<file path="src/rtl/key_debounce.sv">
// Debounces one raw active-low push-button into press/release/long-press pulses,
// a clean level and a wrapping press count.
module key_debounce #(
  parameter int unsigned DEB_CYC  = 655360,
  parameter int unsigned LONG_CYC = 32768000,
  parameter int unsigned CNT_W    = 26
) (
  input  logic       clk,
  input  logic       rst,
  input  logic       key_n,
  output logic       key_press,
  output logic       key_release,
  output logic       key_long,
  output logic       key_level,
  output logic [7:0] press_cnt
);

  localparam logic [CNT_W-1:0] DEB_LAST  = CNT_W'(DEB_CYC - 1);
  localparam logic [CNT_W-1:0] LONG_LAST = CNT_W'(LONG_CYC - 1);
  localparam logic [CNT_W-1:0] CNT_ONE   = CNT_W'(1);

  typedef enum logic [1:0] {
    IDLE       = 2'd0,
    PRESS_WAIT = 2'd1,
    HELD       = 2'd2,
    REL_WAIT   = 2'd3
  } state_t;

  state_t           state, state_nx;
  logic             sync_q, key_s;
  logic [CNT_W-1:0] deb_cnt, deb_nx;
  logic [CNT_W-1:0] long_cnt, long_nx;
  logic             long_done, done_nx;
  logic             press_nx, release_nx, long_pulse_nx, level_nx;
  logic [7:0]       cnt_nx;

  // Two-flop synchronizer; resets to released so leaving reset never looks like a press
  always_ff @(posedge clk or posedge rst) begin
    if (rst) begin
      sync_q <= 1'b1;
      key_s  <= 1'b1;
    end else begin
      sync_q <= key_n;
      key_s  <= sync_q;
    end
  end

  always_ff @(posedge clk or posedge rst) begin
    if (rst) begin
      state       <= IDLE;
      deb_cnt     <= '0;
      long_cnt    <= '0;
      long_done   <= 1'b0;
      key_press   <= 1'b0;
      key_release <= 1'b0;
      key_long    <= 1'b0;
      key_level   <= 1'b0;
      press_cnt   <= 8'd0;
    end else begin
      state       <= state_nx;
      deb_cnt     <= deb_nx;
      long_cnt    <= long_nx;
      long_done   <= done_nx;
      key_press   <= press_nx;
      key_release <= release_nx;
      key_long    <= long_pulse_nx;
      key_level   <= level_nx;
      press_cnt   <= cnt_nx;
    end
  end

  always_comb begin
    state_nx      = state;
    deb_nx        = deb_cnt;
    long_nx       = long_cnt;
    done_nx       = long_done;
    press_nx      = 1'b0;
    release_nx    = 1'b0;
    long_pulse_nx = 1'b0;
    level_nx      = key_level;
    cnt_nx        = press_cnt;

    case (state)
      IDLE: begin
        level_nx = 1'b0;
        if (!key_s) begin
          state_nx = PRESS_WAIT;
          deb_nx   = CNT_ONE;
        end else begin
          deb_nx   = '0;
        end
      end

      PRESS_WAIT: begin
        if (key_s) begin
          state_nx = IDLE;
          deb_nx   = '0;
        end else if (deb_cnt == DEB_LAST) begin
          state_nx = HELD;
          deb_nx   = '0;
          press_nx = 1'b1;
          level_nx = 1'b1;
          cnt_nx   = press_cnt + 8'd1;
        end else begin
          deb_nx   = deb_cnt + CNT_ONE;
        end
      end

      HELD: begin
        level_nx = 1'b1;
        // Long-press fires once per press, on the held count reaching its end
        if (long_cnt == LONG_LAST && !long_done) begin
          long_pulse_nx = 1'b1;
          done_nx       = 1'b1;
        end
        if (key_s) begin
          state_nx = REL_WAIT;
          deb_nx   = CNT_ONE;
        end else if (long_cnt != LONG_LAST) begin
          long_nx  = long_cnt + CNT_ONE;
        end
      end

      REL_WAIT: begin
        level_nx = 1'b1;
        if (!key_s) begin
          state_nx = HELD;
          deb_nx   = '0;
        end else if (deb_cnt == DEB_LAST) begin
          state_nx   = IDLE;
          deb_nx     = '0;
          release_nx = 1'b1;
          level_nx   = 1'b0;
          long_nx    = '0;
          done_nx    = 1'b0;
        end else begin
          deb_nx     = deb_cnt + CNT_ONE;
        end
      end

      default: begin
        state_nx = IDLE;
        deb_nx   = '0;
      end
    endcase
  end

endmodule

</file>
<file path="config.mk">
export PLATFORM = sky130hd
export DESIGN_NAME = key_debounce
export DESIGN_NICKNAME = d
export VERILOG_FILES = /design/src/rtl/key_debounce.sv
export SDC_FILE = /design/constraint.sdc
export NUM_CORES = 1
export LEC_CHECK = 0
export ABC_AREA = 1
export CORE_AREA = 2 2 109 84
export DETAILED_ROUTE_END_ITERATION = 12
export DIE_AREA = 0 0 111 86
export GPL_ROUTABILITY_DRIVEN = 0
export PLACE_DENSITY = 0.79
export SYNTH_ARGS = -nofsm -noshare
export SYNTH_HDL_FRONTEND = slang
export SYNTH_SLANG_ARGS = --single-unit
</file>
<file path="constraint.sdc">
create_clock -name clk -period 6.5 [get_ports clk]
set_input_delay 1.625 -clock clk [delete_from_list [all_inputs] [get_ports clk]]
set_output_delay 1.625 -clock clk [all_outputs]
set_load 0.01 [all_outputs]
</file>
After elaboration in Yosys (flattened, before gate mapping)
Index checks and enable logic that the tools add are counted.
{"block": "op_classes", "n_addsub": 3, "mul": 0, "div": 0, "n_lt_le_gt_ge": 0, "n_eq_ne": 17, "shift": 0, "n_mux": 34, "bitwise_logic": 1, "reduce_logical": 9}
{"op": "$mux 26", "n": 8}
{"op": "$pmux 26 s4", "n": 1}
{"op": "$add 26x1->26 const B", "n": 2}
{"op": "$pmux 26 s2", "n": 1}
{"op": "$eq 26x20->1 const B", "n": 1}
{"op": "$eq 26x25->1 const B", "n": 1}
{"op": "$ne 26x25->1 const B", "n": 1}
{"op": "$ne 2x2->1 const B", "n": 9}
{"op": "$mux 1", "n": 15}
{"op": "$mux 2", "n": 6}
{"op": "$add 8x1->8 const B", "n": 1}
{"op": "$pmux 2 s4", "n": 1}
{"op": "$reduce_and 4->1", "n": 2}
{"op": "$ne 3x3->1 const B", "n": 2}
{"op": "$reduce_and 5->1", "n": 1}
{"op": "$eq 2x2->1 const B", "n": 2}
{"op": "$pmux 1 s4", "n": 1}
{"op": "$reduce_and 3->1", "n": 1}
{"op": "$eq 2x1->1 const B", "n": 1}
{"op": "$logic_not 2->1", "n": 1}
{"op": "$pmux 1 s2", "n": 1}
{"op": "$reduce_and 2->1", "n": 1}
{"op": "$reduce_bool 2->1", "n": 1}
{"op": "$logic_and 1x1->1", "n": 1}
{"op": "other kinds (2)", "n": 2}
{"block": "totals", "register_bits": 69, "latchBits": 0, "ramBits": 0, "mem_bits_ro": 0, "in_bits": 3, "output_inout_bits": 12, "memories": 0}

Depth between registers and ports, before layout
Gate-level depths: netlist of run 1.
{"block": "logic_depth", "ltp_word": 4, "ltp_mapped": 12}

Worst setup path after synthesis of run 1
No wires, ideal clock.
{"block": "synth_path", "kind": "reg-to-output", "start": "register press_cnt[2]", "end": "output port press_cnt[2]", "arrival_ns": 0.434, "t_required_ns": 4.875, "slack_ns": 4.441, "path_stages_with_launch": 1, "path_buffers": 0, "cell_sequence": "dfrtp_1"}
{"item": "start: declaration", "line_no": "15", "rtl": "output logic [7:0] press_cnt"}
{"item": "start signal: assignment", "line_no": "68", "rtl": "press_cnt <= cnt_nx;"}
No word-level cell between the ends.

Final worst setup path of run 1
{"block": "layout_path", "start": "register press_cnt[2]", "end": "output port press_cnt[2]"}
No word-level cell between the ends.

==> reports/metrics.yaml, run 1 <==
path_buf_inv: 1
dpl_cell_area_um2: 4760
synth_cells: 667
ctsResizeCount: 0
combPwrFrac_pct: 24.1
timing.setup.tns_ns: 0
die_y_um: 86
crit_family: "buffers and inverters"
ctsLongestPathBuffers: 2
timing.final.crit_period_ns: 2.98
hold_buffers: 0
grt_pass1_vias: 3991
fmax_ghz: 0.336
die_area_um2: 9550
grt_setup_unrepaired: "no"
netlist_area_um2: 4560
htreeDepth: 3
setup_viol: 0
firstDrtPassIters: 5
critPathSlowestCell: "clkdlybuf4s50_1"
cts_buffers: 9
stdcell_count: 793
grt_max_degree: 70
cts.sinks: 69
clk-insertion-delay-late_ns: 0.34
yosysTopAreaCell: "dfrtp_1"
hold_class: "flip-flop to flip-flop"
synth_nets: 678
p_sw_share_pct: 33.2
rr_worst_depth: 7
clockRootBuffer: "clkbuf_16"
path_max_fanout: 6
routed-via-count: 4220
ys_warn_count: 0
pin_count: 15
wl_um: 10300
overflow: 0
worst_setup_path_start_kind: "flip-flop"
dp_hpwl_um: 7170
nets: 691
skew_ns: 0.00741
cap_violations: 0
leakage_nw: 2.42
die_w_um: 111
postSynthAreaPerCell_um2: 6.84
synth_cell_type_count: 32
critical_path.cell_chain: "clkdlybuf4s50_1"
synthArstFlopShare_pct: 100
drt-initial-drc-count: 354
pwr-share-clk_pct: 39.5
status: "complete, no violations"
cp.depth: 1
track_usage_pct: 23.5
worst_slew_pin_slew_ns: 1.14
fin_crit_sh_pct: 45.8
vias_per_cell: 5.32
final_hold_viol_count: 0
cp.required_ns: 4.88
power_density_nw_per_um2: 267
slowest_delay_ns: 0.58
p_int_w: 0.000907
synth_area_leaders: "dfrtp_1 37%, nand2_1 20%, nor2_1 7.6%"
p_sw_w: 0.000452
routedWlPerCell_um: 13.0
grt_antenna_before_repair: 0
critPathArrivalTime_ns: 1.35
io_buffers: 14
post-route-drc-count: 0
synth_edf_count: 0
slew_headroom_pct: 24.0
slew_viol_final: 0
core-area_um2: 8380
num_antenna_cells: 0
ys_seq_area_share_pct: 37.9
ir_drop_mv: 0.164
yosysTopAreaCellShare_pct: 36.7
syn_to_final_growth_pct: 11.5
floorplan.initialDensity_pct: 54.5
grt_pass1_wl_um: 18300
dp.cells: 777
synth-seq-cells: 69
post-cts-setup-buffer-count: 0
hold_path_depth: 0
cts_tree: "built"
drive_above_1_share_pct: 7.74
path_class: "flip-flop to output pin"
drtAntennaViolNets: 0
p_seq_share_pct: 36.4
cts.reportedPaths.clkPinSlew_ns: 0.05
final_area_um2: 5090
rows: 29
ys.flop_type: "dfrtp_1"
end_kind: "output pin"
placed cells by master (no fill, tap or decap), types with 13 or more instances in the layout:
master and instances:
inv_1 64, o21ai_0 19, clkdlybuf4s50_1 14, nand3_1 51, nand2_1 245, nand4_1 15, dfrtp_1 67, nand2_2 13
nor2_1 92, xor2_1 17
cells in the mapped netlist, types with 2 or more instances:
master and count:
buf_2 4, inv_1 65, xor2_1 17, nor2_1 92, nand3b_1 2, buf_6 4
ha_1 8, dfstp_2 2, nand2_2 13, dfrtp_1 67, nor2_4 4, nand3_1 51
o22ai_1 10, nand2_1 245, nor3_1 7, nor2_2 5, a21oi_1 3, inv_2 2
clkbuf_1 5, o21ai_0 19, xnor2_1 9, o21bai_1 6, nand4_1 15, nand2_4 4
flip-flops by register name, summed over array words and instances, names as in the netlist, named ones only:
register,cells
deb_cnt,26
key_level,1
key_long,1
key_press,1
key_release,1
key_s,1
long_cnt,26
long_done,1
press_cnt,8
state,1
sync_q,1
logic make-up after synthesis:
group           synth area share, %
compound gates                 4.88
xor+xnor                       4.99
fa+ha+maj                      2.19
buf+inv                        7.51
flops                          37.9
simple gates                   42.5
final cells by class:
| class | instances | area, um2 |
|---|---|---|
| clock buffer | 12 | 256 |
| clock inverter | 4 | 70.1 |
| fill | 748 | 3290 |
| inverter | 67 | 251 |
| multi-input combinational | 517 | 2490 |
| sequential | 69 | 1730 |
| tap | 108 | 135 |
| timing repair buffer | 16 | 155 |
worst register-to-register path, stage by stage (launching register included):
cell     delay, ns
dfrtp_1       0.41
ha_1          0.94
nand2_1       0.17
nand2_1       0.19
nand3_2       0.33
inv_2         0.29
nand3_1       0.10
nand2_1       0.07
path summary, 6_finish.rpt:
| kind | start | to | slack [ns] |
|---|---|---|---|
| setup / recovery | press_cnt[2] | press_cnt[2] | 3.52 |
| hold / removal | sync_q | key_s | 0.36 |
| setup reg to reg | state[0] | deb_cnt[19] | 3.93 |
| hold reg to reg | sync_q | key_s | 0.36 |
| max in group asynchronous | rst | long_cnt[24] | 4.06 |
| min in group asynchronous | rst | deb_cnt[8] | 1.87 |
per-layer routing:
metal,GRT usage [%],vias up,wire [um]
met4,6.59,0,119
met2,36.2,138,4460
met1,32.8,1950,5130
met5,0,-,0
li1,-,2119,-
met3,6.43,13,635
power by group through the flow:
stage | logic (W) | registers, W | clock network, W
6_report | 0.000327 | 0.000494 | 0.000537
2_1_floorplan | 0.000279 | 0.000494 | 0
5_1_grt | 0.000371 | 0.000499 | 0.000564
4_1_cts | 0.000327 | 0.000494 | 0.000548
3_3_place_gp | 0.000314 | 0.000499 | 0
3_5_place_dp | 0.000326 | 0.000501 | 0
metrics by stage:
step,utilization [%],total power [W],hold WS (ns),worst slack [ns]
floorplan,-,0.000773,0.345,3.14
CTS,60.7,0.00137,0.359,3.51
finish,60.7,0.00136,0.360,3.52
detailed placement,56.8,0.000827,0.351,3.65
global placement,56.8,0.000813,0.346,3.63
global route,60.7,0.00143,0.359,3.45
Power figures use the tool's default switching activity.
==> run 2: changes to the inputs <==
PLACE_DENSITY = 0.81   (was 0.79)
clock period = 2.6 ns   (was 6.5 ns; I/O delays follow)
==> run 2 against run 1 <==
Net effect:
- register-to-register slack worse by 3.5 ns
- sequential power grew to 2.5 times the previous value
- clock power is 100% higher
- via count is 0.81% lower
- flip-flop and latch count stayed put
- sequential share of layout area is 0.38 points higher
- final cell count is 0.25% higher
==> reports/metrics.yaml, run 2 (synthesis gave the netlist of run 1 again) <==
timing.final.crit_period_ns: 2.14
ir_drop_mv: 0.766
drtAntennaViolNets: 0
cts.sinks: 69
htreeDepth: 3
critical_path.cell_chain: "ha_1, inv_2, nor2_4, nand2_2, nor2_4, nand2_2, nand2_2, nand2_4, nand2_8, nand2_1, nand2_1"
cts_buffers: 9
grt_setup_unrepaired: "no"
pin_count: 15
slowest_delay_ns: 0.49
grt_pass1_wl_um: 17700
fmax_ghz: 0.467
core-area_um2: 8380
die_y_um: 86
hold_path_depth: 0
floorplan.initialDensity_pct: 54.5
worstHoldStart: "sync_q"
cp.required_ns: 2.88
ctsLongestPathBuffers: 2
hold_class: "flip-flop to flip-flop"
final_core_util_pct: 60.1
worst_slew_pin_slew_ns: 0.584
status: "complete, no violations"
rows: 29
rr_worst_depth: 11
drive_above_1_share_pct: 7.57
grt_antenna_before_repair: 0
grt_max_degree: 41
firstDrtPassIters: 5
rrSetupSlack_ns: 0.46
path_max_fanout: 26
layout_common_cells: "245 x nand2_1, 92 x nor2_1, 67 x dfrtp_1, 64 x inv_1, 51 x nand3_1"
path_class: "flip-flop to flip-flop"
nets: 693
hold_end: "key_s"
critPathSlowestCell: "dfrtp_1"
num_antenna_cells: 0
hold_ws_ns: 0.355
critPathArrivalTime_ns: 2.42
end_kind: "flip-flop"
final_hold_viol_count: 0
worst_setup_path_start_kind: "flip-flop"
setup_ws_ns: 0.457
routed-via-count: 4186
post-route-drc-count: 0
cts.reportedPaths.clkPinSlew_ns: 0.05
clk-insertion-delay-late_ns: 0.34
overflow: 0
cts_tree: "built"
power_density_nw_per_um2: 627
io_buffers: 14
slew_headroom_pct: 61.0
nFillCells: 721
ctsResizeCount: 0
cap_violations: 0
skew_ns: 0.00787
r2r_end: "long_cnt[14]"
syn_to_final_growth_pct: 10.3
leakage_nw: 2.39
grt_pass1_vias: 3889
dp_hpwl_um: 7380
wl_um: 10200
routedWlPerCell_um: 12.9
largestRegisters: "deb_cnt: 26 flops, long_cnt: 26 flops, press_cnt: 8 flops"
cpMostUsedCell: "nand2_2"
clockRootBuffer: "clkbuf_16"
timing.rr.start: "long_cnt[0]"
die_area_um2: 9550
timing.setup.tns_ns: 0
setup_viol: 0
fin_crit_sh_pct: 82.4
drt-initial-drc-count: 381
vias_per_cell: 5.27
track_usage_pct: 22.7
post-cts-setup-buffer-count: 0
dp_slack_ns: 0.504
slew_viol_final: 0
mostFrequentLayoutCell: "nand2_1"
hold_buffers: 0
die_w_um: 111
run 2: cell types whose count changed in the layout (fill, tap and decap cells not counted):
cell       previous run  this run
clkbuf_1              1         4
clkbuf_8              2         0
bufinv_16             2         0
buf_4                 2         4
clkinv_2              2         3
run 2: worst max-delay path by stage:
stage                           start                         end  slack (ns)
after floorplan                   rst  asynchronous set/reset pin        0.21
after detailed placement  long_cnt[0]                long_cnt[17]        0.50
after CTS                 long_cnt[0]                long_cnt[14]        0.47
after global placement    long_cnt[0]                long_cnt[16]        0.59
after global routing      long_cnt[0]                long_cnt[25]        0.27
final                     long_cnt[0]                long_cnt[14]        0.46
run 2: cell type report:
cell class	instances	area, um2	share of cell area [%]
inverters	67	251	5.00
clock buffers	13	240	4.77
multi-input cells	517	2490	49.5
clock inverters	3	15.0	0.298
flip-flops and latches	69	1730	34.4
repair buffers	18	170	3.38
well taps	108	135	2.68
run 2: where the power goes:
part,leakage (nW),total [W],internal (W),switching (W)
Clock,0.127,0.00108,0.000641,0.000444
Sequential,0.944,0.00124,0.00115,0.0000879
Combinational,1.32,0.000835,0.000237,0.000598
Total,2.39,0.00316,0.00203,0.00113
run 2: metal layers:
layer / wire length [um] / track usage (%) / up-vias
met2: 4240 / 33.5 / 177
li1: - / - / 2118
met1: 4970 / 32.2 / 1873
met4: 136 / 7.73 / 0
met3: 872 / 6.36 / 18
met5: 0 / 0 / -
run 2: stage by stage:
step / instance area, um2 / power, W / instances
final: 5030 / 0.00316 / 795
after floorplan: 4560 / 0.00193 / 667
after detailed placement: 4780 / 0.00209 / 779
after global placement: 4780 / 0.00204 / 779
after global routing: 5030 / 0.00333 / 795
after CTS: 5030 / 0.00318 / 795
run 2: worst max-delay path: cells and delay by family (launching register included):
| kind | cells | cell delay (ns) |
|---|---|---|
| AND/OR/NAND/NOR | 9 | 1.11 |
| flip-flops | 1 | 0.49 |
| adder cells (fa/ha/maj) | 1 | 0.37 |
| buffers and inverters | 1 | 0.09 |
